## src/rtl/tdc_pkt_ser.sv

```systemverilog
// TDC reading serialiser: one AXI-S word in, framed byte packet out.
// Frame = SYNC, SEQ, NBYTES payload (LSB first), CSUM (tlast).
module tdc_pkt_ser #(
  parameter int          DATA_WIDTH = 96,
  parameter logic [7:0]  SYNC_BYTE  = 8'hA5
) (
  input  logic                  i_clk,
  input  logic                  i_rst_n,
  input  logic [DATA_WIDTH-1:0] i_s_axis_tdata,
  input  logic                  i_s_axis_tvalid,
  output logic                  o_s_axis_tready,
  output logic [7:0]            o_m_axis_tdata,
  output logic                  o_m_axis_tvalid,
  input  logic                  i_m_axis_tready,
  output logic                  o_m_axis_tlast,
  output logic                  o_busy
);

  localparam int NBYTES = DATA_WIDTH / 8;
  localparam int CW     = (NBYTES > 1) ? $clog2(NBYTES) : 1;
  localparam logic [CW-1:0] LAST_CNT = CW'(NBYTES - 1);

  typedef enum logic [2:0] {
    S_IDLE,
    S_HDR,
    S_SEQ,
    S_PAY,
    S_CSUM
  } state_e;

  state_e                state_q, state_d;
  logic [7:0]            seq_q,   seq_d;
  logic [7:0]            csum_q,  csum_d;
  logic [DATA_WIDTH-1:0] sh_q,    sh_d;
  logic [CW-1:0]         cnt_q,   cnt_d;

  logic s_hs;
  logic m_hs;

  assign o_s_axis_tready = (state_q == S_IDLE);
  assign o_m_axis_tvalid = (state_q != S_IDLE);
  assign o_busy          = (state_q != S_IDLE);
  assign o_m_axis_tlast  = (state_q == S_CSUM);

  assign s_hs = i_s_axis_tvalid && o_s_axis_tready;
  assign m_hs = o_m_axis_tvalid && i_m_axis_tready;

  // Output byte is a pure function of registered state, so it holds on stalls.
  always_comb begin
    o_m_axis_tdata = 8'h00;
    unique case (state_q)
      S_HDR:   o_m_axis_tdata = SYNC_BYTE;
      S_SEQ:   o_m_axis_tdata = seq_q;
      S_PAY:   o_m_axis_tdata = sh_q[7:0];
      S_CSUM:  o_m_axis_tdata = csum_q;
      default: o_m_axis_tdata = 8'h00;
    endcase
  end

  always_comb begin
    state_d = state_q;
    seq_d   = seq_q;
    csum_d  = csum_q;
    sh_d    = sh_q;
    cnt_d   = cnt_q;
    unique case (state_q)
      S_IDLE: begin
        if (s_hs) begin
          sh_d    = i_s_axis_tdata;
          csum_d  = 8'h00;
          cnt_d   = '0;
          state_d = S_HDR;
        end
      end
      S_HDR: begin
        if (m_hs) state_d = S_SEQ;
      end
      S_SEQ: begin
        if (m_hs) begin
          csum_d  = csum_q + seq_q;
          state_d = S_PAY;
        end
      end
      S_PAY: begin
        if (m_hs) begin
          csum_d = csum_q + sh_q[7:0];
          sh_d   = sh_q >> 8;
          cnt_d  = cnt_q + 1'b1;
          if (cnt_q == LAST_CNT) state_d = S_CSUM;
        end
      end
      S_CSUM: begin
        if (m_hs) begin
          seq_d   = seq_q + 8'h01;
          state_d = S_IDLE;
        end
      end
      default: state_d = S_IDLE;
    endcase
  end

  always_ff @(posedge i_clk or negedge i_rst_n) begin
    if (!i_rst_n) begin
      state_q <= S_IDLE;
      seq_q   <= 8'h00;
      csum_q  <= 8'h00;
      sh_q    <= '0;
      cnt_q   <= '0;
    end else begin
      state_q <= state_d;
      seq_q   <= seq_d;
      csum_q  <= csum_d;
      sh_q    <= sh_d;
      cnt_q   <= cnt_d;
    end
  end

endmodule

```

## config.mk

```make
export PLATFORM = sky130hd
export DESIGN_NAME = tdc_pkt_ser
export DESIGN_NICKNAME = d
export VERILOG_FILES = /design/src/rtl/tdc_pkt_ser.sv
export SDC_FILE = /design/constraint.sdc
export NUM_CORES = 1
export LEC_CHECK = 0
export CORE_MARGIN = 3
export CORE_UTILIZATION = 45
export CTS_CLUSTER_SIZE = 25
export DETAILED_ROUTE_END_ITERATION = 16
export PLACE_DENSITY = 0.7
export SYNTH_ARGS = -nofsm -noshare
export SYNTH_HDL_FRONTEND = slang
export SYNTH_SLANG_ARGS = --single-unit
```

## constraint.sdc

```tcl
create_clock -name i_clk -period 4.36 [get_ports i_clk]
set_input_delay 0.872 -clock i_clk [delete_from_list [all_inputs] [get_ports i_clk]]
set_output_delay 0.872 -clock i_clk [all_outputs]
set_load 0.01 [all_outputs]
```

==> results.md <==
- Pwr/cell area: 755.0 mW/mm^2
- Crit start category: register
- N_diodes: 0
- Fin crit share: 0.7797
- Post-CTS Resized: 0
- Synthesis Warnings: 0
- Wire per inst: 16.29 um
- Crit path time final: 3.399 ns
- Post-route ant nets: 0
- Max Fclk: a little under 300 MHz
- Global Route Usage Sum: 0.2167
- DRC violations left: 0
- CTS tree: built
- RSZ-0062 raised after global routing: false
- Post-Synthesis Cells: roughly 610
- CP arrival: roughly 2.5 ns
- Critical path required time: roughly 3.5 ns
- CP Capture Type: primary output
- Yosys reg bits: around 120
- Clock slew at reported path FFs: 0.05 ns
- Critical Setup Path Class: reg -> out
- DRT Pass-1 Iters: 5
- CTS Buf Count: 17
- Worst Clk Skew: 0.006110 ns
- Commonest non-fill, non-tap cell in the layout: nor2_1
- Initial drt markers: 379
- Status: complete, no violations
- Relative slew slack: 0.3443
- Peak VDD IR: 0.3435 mV
- Endpoints failing setup: 0
- Vias: approximately 4700
- Crit path from: state_q[2]
- Antenna violations before repair: 0
- Worst-Margin Slew: 0.9836 ns
- Core area: roughly 0.012 mm^2
- Fill cells: 975
- IO Count: between 100 and 150
- WL final: around 14000 um
- Ratio of cells with drive above 1 in the final layout: 0.05710
- # rows: 39
- Initial Util: 0.4712
- Maximum fanout along the worst path: 15
- Mean Syn Cell Area: 8.994 um^2
- P_leak: 3.212 nW
- Layout overhead on the synthesized area: 33.22%
- Placement Setup Slack: 1.088 ns
- Worst setup margin: 0.9607 ns
- Most frequent cells in the layout: nor2_1 (182), dfrtp_1 (119), clkdlybuf4s50_1 (110)
- Sequential share of the synthesized area: 0.5419
- Min-Delay Path Class: reg -> reg
- Max cap viols: 0
- Count of different cell masters after synthesis: 44
- R2R cell count: 12
- Ys async rst share: 1.000
- Via density: between 5 and 6
- Setup repair bufs after CTS: 0
- Placer Congestion: 0.8179
- Synth Cell Area: between 0.005 and 0.006 mm^2
- Mapped Nets: 721
- Finished Core Util: 0.6277
- EDFF count, synth: 0
- H-tree levels: 4
- Pins Over Slew Limit: 0
- Buffers added on ports: between 100 and 150
- Die X: 116.5 um
- Post-DP HPWL: between 9000 and 10000 um
- GRT overflow: 0
- Slack of the worst reg-to-reg path: 1.26 ns
- Final setup TNS: 0 ns
- CTS root buffer: clkbuf_16
- Worst R2R Start: state_q[1]
- Die footprint: between 0.01 and 0.015 mm^2
- Nets: 817
- Global-route wire length before repair: 22900 um
- Hold buffers post-CTS: 0
- Sink Count: around 120
- Vias in the first global route: ~4700
- Ys flop type: dfrtp_1
- Multi-input logic area: 0.002317 mm^2
- FF-to-FF End: csum_q[6]
- Largest net degree at the start of global routing: 98
- Sequential cell area: 0.002978 mm^2
- Die height: approximately 120 um
- Max clock buf depth: 2
- Crit path capture: o_m_axis_tdata[6]
- Clk_lat worst skew: about 0.4 ns
- Final Hold Viols: 0
final cells by class:
cell class                      count  share of cell area
Clock buffer                       21             0.06290
Multi-Input combinational cell    446              0.3165
Clock inverter                      9             0.02700
Timing Repair Buffer              117              0.1593
Tap cell                          143             0.02444
Sequential cell                   119              0.4068
Inverter                            6            0.003076
metrics by stage:
step	instances	instance area [um^2]	power [mW]	hold slack, ns
finish	861	7321	5.527	0.4734
detailed placement	831	6663	3.948	0.4654
global placement	831	6663	3.866	0.4615
global route	861	7321	5.921	0.5090
CTS	861	7321	5.557	0.4778
floorplan	611	5495	3.346	0.4396
worst min path at each step:
stage	cells after the start	slack, ns	startpoint	to
after floorplan	2	0.44	sh_q[88]	sh_q[88]
after global placement	2	0.46	sh_q[89]	sh_q[89]
after detailed placement	2	0.47	sh_q[95]	sh_q[95]
after CTS	2	0.48	sh_q[90]	sh_q[90]
after global routing	2	0.51	sh_q[90]	sh_q[90]
final	2	0.47	sh_q[90]	sh_q[90]
logic make-up (layout without fill, tap and decap cells):
group | Yosys count | after routing | share of synthesized area
and+or+nand+nor | 283 | 283 | 0.2122
AOI/OAI and AO/OA | 135 | 135 | 0.1546
DFF | 119 | 119 | 0.5419
buffers and inverters | 46 | 153 | 0.03688
xor gates and xnor gates | 12 | 12 | 0.01913
adders and majority gates | 10 | 10 | 0.02414
muxes | 6 | 6 | 0.01116
power by group:
part | internal (mW) | switching (mW) | leakage [nW]
Clock | 1.09 | 0.477 | 0.319
Combinational | 0.879 | 1.03 | 1.51
Sequential | 1.63 | 0.418 | 1.38
worst max-delay path: stages (launching register included):
cell and delay, ns:
dfrtp_1 0.64, inv_1 0.25, nor3_1 0.49, nand2_1 0.10
o21ai_0 0.09, clkdlybuf4s50_1 0.56
Yosys cell counts (2+ instances only):
master	n	share of area
and3_1	2	0.0023
nand2_1	61	0.042
nand2b_1	2	0.0023
a32o_1	2	0.0036
nor2_1	182	0.12
buf_1	2	0.0014
clkbuf_1	26	0.018
and3b_1	2	0.0032
inv_1	6	0.0041
xnor2_1	7	0.011
o21ai_0	16	0.015
buf_6	2	0.0041
a21o_1	4	0.0055
a31oi_1	2	0.0023
nand4_1	2	0.0023
and4_1	2	0.0032
xor2_1	5	0.0080
ha_1	9	0.020
a22oi_1	5	0.0068
buf_2	9	0.0082
nand3_1	15	0.014
mux2i_1	5	0.0091
a21oi_1	9	0.0082
or3_1	2	0.0023
nor2b_1	4	0.0046
dfrtp_1	119	0.54
o22ai_1	92	0.10
sequential cells by signal (all words and copies together), names as in the netlist:
register	count
cnt_q	4
csum_q	8
state_q	3
sh_q	96
seq_q	8
layer usage:
layer	wire length [um]	up-vias	GRT usage
met5	0	-	0
met1	6275	2279	0.2934
met2	6711	137	0.3432
met3	827	16	0.05285
met4	208	0	0.07502
li1	-	2309	-
Note: power is estimated with default switching activity, not from simulation.
